**config.mk**
```make
export PLATFORM = sky130hd
export DESIGN_NAME = music_transport_controller
export DESIGN_NICKNAME = d
export VERILOG_FILES = /design/src/rtl/music_transport_controller.sv
export SDC_FILE = /design/constraint.sdc
export NUM_CORES = 1
export LEC_CHECK = 0
export ABC_AREA = 0
export CAP_MARGIN = 25
export CORE_UTILIZATION = 53
export CTS_CLUSTER_SIZE = 28
export DETAILED_ROUTE_END_ITERATION = 8
export GPL_ROUTABILITY_DRIVEN = 0
export PLACE_DENSITY = 0.77
export SLEW_MARGIN = 20
export SYNTH_ARGS = -nofsm -noshare
export SYNTH_HDL_FRONTEND = slang
export SYNTH_SLANG_ARGS = --single-unit
```
**constraint.sdc**
```tcl
create_clock -name i_clk -period 8.6 [get_ports i_clk]
set_input_delay 1.72 -clock i_clk [delete_from_list [all_inputs] [get_ports i_clk]]
set_output_delay 1.72 -clock i_clk [all_outputs]
set_load 0.005 [all_outputs]
```
**src/rtl/music_transport_controller.sv**
```systemverilog
// Transport/timing controller for the PWM music channels: derives the frame tick and
// note-step strobes, runs STOPPED/PLAYING/PAUSED, and applies a run-time tempo.
module music_transport_controller #(
    parameter int TICK_DIV     = 416_666,
    parameter int DEF_TPN      = 6,
    parameter int NUM_CHANNELS = 4
) (
    input  logic                    i_clk,
    input  logic                    i_rst_n,
    input  logic                    i_play,
    input  logic                    i_pause,
    input  logic                    i_stop,
    input  logic [3:0]              i_tempo,
    input  logic                    i_tempo_load,
    input  logic [NUM_CHANNELS-1:0] i_chan_mask,
    output logic                    o_tick_stb,
    output logic                    o_note_stb,
    output logic [NUM_CHANNELS-1:0] o_chan_tick_stb,
    output logic [NUM_CHANNELS-1:0] o_chan_note_stb,
    output logic                    o_restart,
    output logic [1:0]              o_state,
    output logic [15:0]             o_frame_count
);

    localparam int               DIV_W    = $clog2(TICK_DIV);
    localparam logic [DIV_W-1:0] DIV_LAST = DIV_W'(TICK_DIV - 1);
    localparam logic [DIV_W-1:0] DIV_ONE  = DIV_W'(32'd1);
    localparam logic [3:0]       TPN_RST  = 4'(DEF_TPN);

    typedef enum logic [1:0] {
        ST_STOPPED = 2'd0,
        ST_PLAYING = 2'd1,
        ST_PAUSED  = 2'd2
    } state_t;

    // A tempo of zero would never complete a step, so it is promoted to one tick.
    function automatic logic [3:0] norm_tempo(input logic [3:0] tempo);
        logic [3:0] res;
        if (tempo == 4'd0) begin
            res = 4'd1;
        end else begin
            res = tempo;
        end
        return res;
    endfunction

    state_t                  state_r;
    logic [DIV_W-1:0]        div_r;
    logic [3:0]              note_cnt_r;
    logic [3:0]              tpn_r;
    logic [3:0]              pend_tpn_r;
    logic                    pend_valid_r;
    logic [NUM_CHANNELS-1:0] mask_r;
    logic [15:0]             frame_r;
    logic                    tick_r;
    logic                    note_r;
    logic [NUM_CHANNELS-1:0] chan_tick_r;
    logic [NUM_CHANNELS-1:0] chan_note_r;
    logic                    restart_r;

    logic                    play_s;
    logic                    advance_s;
    logic                    tick_s;
    logic                    note_s;
    logic [3:0]              tempo_s;
    logic [3:0]              tpn_next_s;
    logic [3:0]              pend_next_s;
    logic                    pend_valid_next_s;

    // Command decode (stop > pause > play), strobe conditions and tempo hand-over.
    always_comb begin
        play_s            = i_play & ~i_pause & ~i_stop;
        advance_s         = (state_r == ST_PLAYING) & ~i_pause & ~i_stop;
        tick_s            = advance_s & (div_r == DIV_LAST);
        note_s            = tick_s & (note_cnt_r >= (tpn_r - 4'd1));
        tempo_s           = norm_tempo(i_tempo);
        tpn_next_s        = tpn_r;
        pend_next_s       = pend_tpn_r;
        pend_valid_next_s = pend_valid_r;
        // New tempo only takes over at a step boundary so the running step keeps its length.
        if (i_tempo_load) begin
            pend_next_s = tempo_s;
            if ((state_r == ST_STOPPED) || note_s || i_stop) begin
                tpn_next_s        = tempo_s;
                pend_valid_next_s = 1'b0;
            end else begin
                pend_valid_next_s = 1'b1;
            end
        end else if (pend_valid_r && (note_s || i_stop)) begin
            tpn_next_s        = pend_tpn_r;
            pend_valid_next_s = 1'b0;
        end else begin
            tpn_next_s        = tpn_r;
            pend_valid_next_s = pend_valid_r;
        end
    end

    // Transport state machine, counters and registered strobe outputs.
    always_ff @(posedge i_clk or negedge i_rst_n) begin
        if (!i_rst_n) begin
            state_r      <= ST_STOPPED;
            div_r        <= {DIV_W{1'b0}};
            note_cnt_r   <= 4'd0;
            tpn_r        <= TPN_RST;
            pend_tpn_r   <= TPN_RST;
            pend_valid_r <= 1'b0;
            mask_r       <= {NUM_CHANNELS{1'b0}};
            frame_r      <= 16'd0;
            tick_r       <= 1'b0;
            note_r       <= 1'b0;
            chan_tick_r  <= {NUM_CHANNELS{1'b0}};
            chan_note_r  <= {NUM_CHANNELS{1'b0}};
            restart_r    <= 1'b0;
        end else begin
            mask_r       <= i_chan_mask;
            tpn_r        <= tpn_next_s;
            pend_tpn_r   <= pend_next_s;
            pend_valid_r <= pend_valid_next_s;
            tick_r       <= tick_s;
            note_r       <= note_s;
            chan_tick_r  <= tick_s ? mask_r : {NUM_CHANNELS{1'b0}};
            chan_note_r  <= note_s ? mask_r : {NUM_CHANNELS{1'b0}};
            restart_r    <= 1'b0;
            case (state_r)
                ST_STOPPED: begin
                    if (play_s) begin
                        state_r    <= ST_PLAYING;
                        restart_r  <= 1'b1;
                        div_r      <= {DIV_W{1'b0}};
                        note_cnt_r <= 4'd0;
                        frame_r    <= 16'd0;
                    end else begin
                        state_r    <= ST_STOPPED;
                    end
                end
                ST_PLAYING: begin
                    if (i_stop) begin
                        state_r    <= ST_STOPPED;
                        div_r      <= {DIV_W{1'b0}};
                        note_cnt_r <= 4'd0;
                    end else if (i_pause) begin
                        state_r    <= ST_PAUSED;
                    end else if (tick_s) begin
                        div_r      <= {DIV_W{1'b0}};
                        frame_r    <= frame_r + 16'd1;
                        note_cnt_r <= note_s ? 4'd0 : (note_cnt_r + 4'd1);
                    end else begin
                        div_r      <= div_r + DIV_ONE;
                    end
                end
                ST_PAUSED: begin
                    // Counters stay frozen; resuming picks up the divider where it stopped.
                    if (i_stop) begin
                        state_r    <= ST_STOPPED;
                        div_r      <= {DIV_W{1'b0}};
                        note_cnt_r <= 4'd0;
                    end else if (play_s) begin
                        state_r    <= ST_PLAYING;
                    end else begin
                        state_r    <= ST_PAUSED;
                    end
                end
                default: begin
                    state_r    <= ST_STOPPED;
                    div_r      <= {DIV_W{1'b0}};
                    note_cnt_r <= 4'd0;
                end
            endcase
        end
    end

    assign o_tick_stb      = tick_r;
    assign o_note_stb      = note_r;
    assign o_chan_tick_stb = chan_tick_r;
    assign o_chan_note_stb = chan_note_r;
    assign o_restart       = restart_r;
    assign o_state         = state_r;
    assign o_frame_count   = frame_r;

endmodule

```
==> Word level (Yosys, flattened, before mapping) <==
Index checks and enable logic that the tools add are counted.
{ "totals": {"wordCells": 85, "input_bits": 14, "out_inout_bits": 29, "register_bits": 65} }
{ "op_classes": {"n_addsub": 4, "eq_ne": 12, "n_reduce_logical": 12, "order_cmp": 1, "bitwise": 8, "muxes": 35} }
{ "op_table": {"columns": ["cell", "count"], "rows": [
  ["$mux W19", 5],
  ["$mux W16", 4],
  ["$pmux W19 S3", 1],
  ["$mux W4", 12],
  ["$pmux W16 S2", 1],
  ["$add A19 B1 Y19 const B", 1],
  ["$eq A19 B19 Y1 const B", 1],
  ["$add A16 B1 Y16 const B", 1],
  ["$pmux W4 S3", 1],
  ["$ne A2 B2 Y1 const B", 5],
  ["$ne A3 B3 Y1 const B", 3],
  ["$mux W2", 4],
  ["$and A1 B1 Y1", 6],
  ["$mux W1", 6],
  ["$pmux W2 S3", 1],
  ["$reduce_and A5 Y1", 1],
  ["$add A4 B1 Y4 const B", 1],
  ["$ge A4 B4 Y1", 1],
  ["$logic_not A4 Y1", 1],
  ["$reduce_and A4 Y1", 1],
  ["$reduce_bool A2 Y1", 2],
  ["$sub A4 B1 Y4 const B", 1],
  ["$logic_or A1 B1 Y1", 3],
  ["$reduce_and A3 Y1", 1],
  ["other kinds (7)", 8]
]} }

==> Depth between registers and ports, before layout <==
Gate-level depths: netlist (run 1).
{ "depth": {"depth_word": 10, "mapped_depth": 10} }

==> Least setup slack after synthesis (run 1) <==
Ideal clock, no wire load.
{ "synth_path": {"path_kind": "input port to flip-flop", "start": "input port i_pause", "end": "register tpn_r[0]", "t_arrival_ns": 3.507, "stages": 6, "n_path_buf": 0, "path_slack_ns": 4.965, "path_cell_list": "or2_1 > or4_4 > nor4_4 > o21ai_1 > a21oi_2 > mux2_1"} }
{ "synth_via": {"elab_chain_cells": 9} }
{ "synth_lines": {"columns": ["item", "line_no", "source"], "rows": [
  ["start, declared", "11", "input logic i_pause,"],
  ["$not A1 Y1 (*)", "73", "advance_s = (state_r == ST_PLAYING) & ~i_pause & ~i_stop;"],
  ["$and A1 B1 Y1 (*) (2 in a row)", "73", null],
  ["$and A1 B1 Y1 (*)", "74", "tick_s = advance_s & (div_r == DIV_LAST);"],
  ["$and A1 B1 Y1 (*)", "75", "note_s = tick_s & (note_cnt_r >= (tpn_r - 4'd1));"],
  ["via note_s", "64", "logic note_s;"],
  ["$logic_or A1 B1 Y1, on equally long branches", "83, 89", null],
  ["$logic_or A1 B1 Y1 / $logic_and A1 B1 Y1 (equally long branches)", "83, 89", null],
  ["$ne A2 B1 Y1 (no line) / $reduce_bool A2 Y1 (equally long branches)", null, null],
  ["$reduce_and A2 Y1 (no line) (*)", null, null],
  ["end signal, assigned", "116", "tpn_r <= tpn_next_s;"],
  ["end, declared", "50", "logic [3:0] tpn_r;"]
]} }
The timed path passes the listed nets; every way through them passes the cells marked *.
A chain may end at the register's enable or synchronous reset.

==> Final worst setup path (run 1) <==
{ "layout_path": {"start": "input port i_stop", "end": "register note_cnt_r[1]"} }
{ "layout_via": {"elab_chain_cells": 9} }
{ "layout_lines": {"columns": ["item", "line_no", "source"], "rows": [
  ["start, declared", "12", "input logic i_stop,"],
  ["$not A1 Y1", "72, 73", null],
  ["$and A1 B1 Y1", "73", null],
  ["$and A1 B1 Y1", "74", null],
  ["$and A1 B1 Y1", "75", null],
  ["$mux W4", "146", "note_cnt_r <= note_s ? 4'd0 : (note_cnt_r + 4'd1);"],
  ["$mux W4", "143", "end else if (tick_s) begin"],
  ["$mux W4", "141", "end else if (i_pause) begin"],
  ["$mux W4", "137", "if (i_stop) begin"],
  ["$pmux W4 S3", "124", "case (state_r)"],
  ["end signal, assigned", "146", null],
  ["end, declared", "49", "logic [3:0] note_cnt_r;"]
]} }
Several ways; a longest one is shown, not always the timed one. The select of a mux whose other input is x is not followed.

==> results of run 1 <==
cells in the final DEF, fill, tap and decap left out, types with 3 or more instances in the layout:
cell type / count
ha_1: 9
a21oi_1: 9
or3_1: 3
o21ai_0: 13
and2_1: 4
nand3_1: 7
clkdlybuf4s50_1: 41
xor2_1: 9
dfrtp_1: 61
inv_1: 13
clkbuf_8: 12
nand2b_1: 7
and3_1: 8
clkinv_2: 3
nand2_1: 29
mux2_1: 4
nor2_1: 43
nor3_1: 18
xnor2_1: 21
nand4_1: 5
nor4_1: 5
mux2_2: 3
dfstp_2: 4
where the power goes:
part	internal [mW]	switching [mW]
Clock	0.127	0.110
Sequential	0.315	0.00589
Combinational	0.0241	0.0346
kinds of logic (layout without fill, tap and decap cells):
| kind of cell | after synthesis | after routing |
|---|---|---|
| mux | 7 | 7 |
| flops | 65 | 65 |
| fa+ha+maj | 9 | 9 |
| xor+xnor | 30 | 30 |
| compound gates | 31 | 31 |
| simple gates | 146 | 146 |
| buf+inv | 20 | 74 |
final timing paths:
check	end	cells past startpoint	startpoint	slack, ns
min reg2reg	o_chan_tick_stb[2]	1	mask_r[2]	0.48
min in group asynchronous	note_cnt_r[1]	2	i_rst_n	1.55
max reg2reg	note_cnt_r[1]	6	o_state[1]	5.81
max	note_cnt_r[1]	7	i_stop	4.19
min	o_chan_tick_stb[2]	1	mask_r[2]	0.48
max in group asynchronous	mask_r[1]	2	i_rst_n	6.53
routing by layer:
metal	GRT usage	wire length (µm)	vias up
met5	0	0	-
met4	0.0722	71	0
met3	0.0791	311	5
met2	0.361	2900	52
met1	0.301	2800	1131
li1	-	-	1148
area by class of cell:
class,instances,area share
tap,72,0.0237
clock inverter,3,0.00395
inverter,13,0.0128
clock buffer,13,0.0445
multi-input combinational,223,0.371
sequential,65,0.430
timing repair buffer,45,0.115
per-stage QoR:
step	util	power [mW]	instances
floorplan	-	0.359	308
global placement	0.648	0.382	417
detailed placement	0.648	0.384	417
CTS	0.681	0.623	433
global route	0.681	0.645	434
finish	0.681	0.617	434
registers in the layout, summed over array words and instances, names as in the netlist, 2 cells and up:
register / cells
div_r: 19
tpn_r: 4
o_frame_count: 16
o_chan_note_stb: 4
o_state: 2
note_cnt_r: 4
pend_tpn_r: 4
mask_r: 4
o_chan_tick_stb: 4
==> flow_metrics.py, run 1 <==
metrics = {
    "synth": {
        "syn_nets": 331,
        "synthFlopType": "dfrtp_1",
        "synth_area_leaders": "dfrtp_1 49%, xnor2_1 5.9%, nor2_1 5.2%",
        "synth_top_area_share": 0.491,
        "synthArstFlopShare": 1.00,
        "syn_area_um2": 3110,
        "synth_compound_area_frac": 0.0567,
        "ys_ff_latch": 65,
        "synthSimpleGateAreaFrac": 0.248,
        "syn_avg_cell_area_um2": 10.1,
        "synthMuxAreaShare": 0.0253,
        "synth_area_leader_cell": "dfrtp_1",
        "synth_top_family_by_area": "simple AND/OR/NAND/NOR gates",
        "synth_cell_types": 44,
        "yosysMostFrequentCell": "dfrtp_1",
        "netlist_top_cells_count": "61 x dfrtp_1, 43 x nor2_1, 29 x nand2_1",
        "synth_xor_area_frac": 0.0844,
        "synth_edf_count": 0,
        "yosysWarnings": 0,
        "synth-seq-area-share": 0.524,
        "synthAdderAreaFrac": 0.0362,
        "syn_inst": 308,
    },
    "clock_network": {
        "holdBufCountCts": 0,
        "clock_path_buffers": 2,
        "cts-root-buf": "clkbuf_8",
        "cts_setup_buffers": 0,
        "cts_sinks": 65,
        "cts_buffers": 9,
        "post_cts_resized": 0,
        "clkTransAtPathRegs_ns": 0.07,
        "cts_max_level": 3,
        "cts_tree": "built",
        "clk_latency_ns": 0.34,
    },
    "floorplan": {
        "rows": 27,
        "fp.coreArea_um2": 5570,
        "initial_utilization": 0.558,
        "dieArea_um2": 6180,
        "io_pins": 43,
        "die-height_um": 78.6,
        "die_w_um": 78.6,
    },
    "placement": {
        "placed_area_um2": 3610,
        "dpl.hpwl_mm": 4.19,
        "place.port_buffers": 42,
        "pre_cts_slack_ns": 3.82,
    },
    "setup_path": {
        "cp.arrival_ns": 4.60,
        "crit_buf_inv": 1,
        "crit_type": "in2reg",
        "cpLargestDelayFamily": "simple AND/OR/NAND/NOR gates",
        "cp_max_fo": 19,
        "cpPeakStageDelay_ns": 0.63,
        "crit_path_frequent_cell": "nor2_2",
        "start_kind": "input pin",
        "path_cells": "clkdlybuf4s50_1 -> or2_1 -> or4_4 -> nor2_2 -> nor2_1 -> nor2_2 -> o21ai_0",
        "required_ns": 8.79,
        "end_kind": "flip-flop",
        "slowest_stage": "nor2_2",
    },
    "hold_path": {
        "min_path_type": "reg2reg",
    },
    "sta": {
        "skew_ns": 0.00670,
        "timing.setup.tns_ns": 0,
        "worst_pin_slew_ns": 0.795,
        "fin_crit_ns": 4.41,
        "rsz0062_at_grt": "false",
        "fin_ws_ns": 4.19,
        "relSlewSlack": 0.470,
        "max_freq_mhz": 227,
        "final-hold-violation-count": 0,
        "report.final.slew_viol_count": 0,
        "whs_ns": 0.478,
        "setup_viol": 0,
        "period_share": 0.513,
    },
    "global_route": {
        "grt_start_max_net_pins": 66,
        "track_usage": 0.231,
        "antenna_found_initial": 0,
        "gr-total-overflow": 0,
        "grt_pass1_wl_mm": 10.8,
        "grt_pass1_vias": 2312,
    },
    "run": {
        "max_cap_violations": 0,
    },
    "layout": {
        "diodes": 0,
        "syn_to_final_growth_pct": 22.1,
        "final_area_um2": 3800,
        "multiInputGateArea_um2": 1410,
        "drive_gt1_frac": 0.105,
        "finalNetCount": 380,
        "regArea_um2": 1630,
        "fill_cells": 443,
    },
    "routing": {
        "via_count": 2336,
        "drt_iter0_markers": 148,
        "totalWireLength_mm": 6.08,
        "drt-pass1-iter-count": 4,
        "vias_per_cell": 5.38,
        "wl_per_cell_um": 14.0,
        "post-route-drc-count": 0,
        "ant_nets": 0,
    },
    "run_status": {
        "outcome": "complete, no violations",
    },
    "power_and_ir_drop": {
        "p_leak_nw": 1.62,
        "power.density_nw_per_um2": 162,
        "peakVddDrop_uv": 144,
    },
}
No activity file was read; power rests on OpenSTA's default activity.
==> inputs of run 2 (changes only) <==
CORE_UTILIZATION = 49   (was 53)
PLACE_DENSITY = 0.74   (was 0.77)
clock period = 3.65 ns   (was 8.6 ns; I/O delays follow)
==> flow_metrics.py, run 2 (synthesis gave the netlist of run 1 again) <==
metrics = {
    "setup_path": {
        "required_ns": 3.88,
        "cpLargestDelayFamily": "simple AND/OR/NAND/NOR gates",
        "end_kind": "flip-flop",
        "slowest_stage": "or4_4",
        "endpoint": "tpn_r[0]",
        "cp_max_fo": 4,
        "crit_buf_inv": 1,
        "r2r_start": "tpn_r[1]",
        "crit_start": "i_pause",
        "reg2reg_depth": 10,
        "start_kind": "input pin",
        "cpPeakStageDelay_ns": 0.61,
        "r2r_setup_slack_ns": 0.90,
        "crit_type": "in2reg",
        "reg2reg_to": "note_cnt_r[3]",
        "path_cells": "clkdlybuf4s50_1 -> or2_1 -> or4_4 -> nor4_4 -> o21ai_1 -> a21oi_2 -> mux2_1",
        "critical_path_depth": 7,
        "cp.arrival_ns": 3.15,
    },
    "hold_path": {
        "min_path_type": "in2async",
    },
    "global_route": {
        "grt_pass1_vias": 2266,
        "antenna_found_initial": 0,
        "gr-total-overflow": 0,
        "grt_start_max_net_pins": 47,
        "grt_pass1_wl_mm": 10.6,
        "track_usage": 0.215,
    },
    "sta": {
        "report.final.slew_viol_count": 0,
        "final-hold-violation-count": 0,
        "fin_crit_ns": 2.93,
        "max_freq_mhz": 342,
        "whs_ns": 0.381,
        "rsz0062_at_grt": "false",
        "relSlewSlack": 0.630,
        "setup_viol": 0,
        "worst_pin_slew_ns": 0.555,
        "timing.setup.tns_ns": 0,
        "skew_ns": 0.00691,
        "period_share": 0.802,
        "fin_ws_ns": 0.723,
    },
    "layout": {
        "diodes": 0,
        "drive_gt1_frac": 0.112,
        "regArea_um2": 1630,
        "layout_commonest_cell": "dfrtp_1",
        "final_cells": 441,
        "fill_cells": 496,
        "syn_to_final_growth_pct": 24.1,
        "largest_reg_flops": 19,
        "postLayoutCoreUtil": 0.641,
        "layout_common_cells": "61 x dfrtp_1, 43 x nor2_1, 41 x clkdlybuf4s50_1",
        "finalNetCount": 384,
        "multiInputGateArea_um2": 1410,
        "regMostFlops": "div_r",
    },
    "power_and_ir_drop": {
        "seqPwrFrac": 0.493,
        "peakVddDrop_uv": 205,
        "p_int_mw": 1.18,
        "pwr-share-comb": 0.095,
        "p_leak_nw": 1.65,
        "clkPwrFrac": 0.412,
        "switchingPower_mw": 0.354,
        "power.density_nw_per_um2": 396,
        "switching_share": 0.232,
    },
    "clock_network": {
        "cts-root-buf": "clkbuf_8",
        "clk_latency_ns": 0.34,
        "cts_sinks": 65,
        "cts_tree": "built",
        "post_cts_resized": 0,
        "cts_buffers": 9,
        "clkTransAtPathRegs_ns": 0.07,
        "cts_setup_buffers": 0,
        "cts_max_level": 3,
        "holdBufCountCts": 0,
        "clock_path_buffers": 2,
    },
    "routing": {
        "via_count": 2325,
        "totalWireLength_mm": 6.08,
        "drt-pass1-iter-count": 4,
        "vias_per_cell": 5.27,
        "post-route-drc-count": 0,
        "wl_per_cell_um": 13.8,
        "ant_nets": 0,
        "drt_iter0_markers": 87,
    },
    "floorplan": {
        "die-height_um": 81.7,
        "initial_utilization": 0.516,
        "die_w_um": 81.7,
        "fp.coreArea_um2": 6030,
        "dieArea_um2": 6670,
        "io_pins": 43,
        "rows": 28,
    },
    "run": {
        "max_cap_violations": 0,
    },
    "placement": {
        "pre_cts_slack_ns": 0.376,
        "place.port_buffers": 42,
        "dp_cells": 425,
        "dpl.hpwl_mm": 4.26,
    },
    "run_status": {
        "outcome": "complete, no violations",
    },
}
## run 2: cell types whose count changed in the layout (fill, tap and decap cells not counted)
cell	before	now
buf_4	2	8
clkinv_2	3	1
buf_2	1	0
bufinv_16	0	1
clkbuf_1	1	2
clkbuf_2	1	0
## run 2: area by class of cell
cell class	count	area share
flip-flops and latches	65	0.423
clock buffers	14	0.0447
repair buffers	49	0.122
multi-input cells	223	0.365
clock inverters	2	0.00907
well taps	75	0.0243
inverters	13	0.0126
## run 2: per-stage QoR
step / cell area, µm² / total power [mW]
global route: 3860 / 1.60
global placement: 3650 / 0.911
finish: 3860 / 1.53
detailed placement: 3650 / 0.914
floorplan: 3110 / 0.847
CTS: 3860 / 1.55
## run 2: worst min path at each step
| stage | from | to | slack [ns] | cells after the start |
|---|---|---|---|---|
| floorplan | i_rst_n | div_r[0] | 0.43 | 0 |
| global placement | mask_r[1] | o_chan_tick_stb[1] | 0.45 | 1 |
| detailed placement | mask_r[2] | o_chan_tick_stb[2] | 0.45 | 1 |
| CTS | mask_r[2] | o_chan_tick_stb[2] | 0.47 | 1 |
| global route | i_rst_n | o_chan_tick_stb[1] | 0.42 | 1 |
| finish | i_rst_n | o_chan_note_stb[2] | 0.38 | 1 |
## run 2: routing by layer
| layer | global-route usage | vias to the layer above | share of wire |
|---|---|---|---|
| li1 | - | 1158 | - |
| met1 | 0.279 | 1103 | 0.47 |
| met2 | 0.340 | 56 | 0.47 |
| met3 | 0.0589 | 8 | 0.045 |
| met4 | 0.0842 | 0 | 0.013 |
| met5 | 0 | - | 0 |
## run 2: worst reg2reg max path, delay by kind of cell (launching register included)
family          cells  cell delay [ns]
simple gates        3             0.86
compound gates      3             0.63
flops               1             0.54
fa+ha+maj           2             0.42
xor+xnor            1             0.15
buf+inv             1             0.04
## run 2: power groups by stage
| stage | Sequential [mW] | Combinational [mW] | Clock [mW] |
|---|---|---|---|
| 2_1_floorplan | 0.765 | 0.0819 | 0 |
| 3_3_place_gp | 0.768 | 0.143 | 0 |
| 3_5_place_dp | 0.768 | 0.145 | 0 |
| 4_1_cts | 0.755 | 0.147 | 0.646 |
| 5_1_grt | 0.758 | 0.165 | 0.681 |
| 6_report | 0.755 | 0.145 | 0.630 |
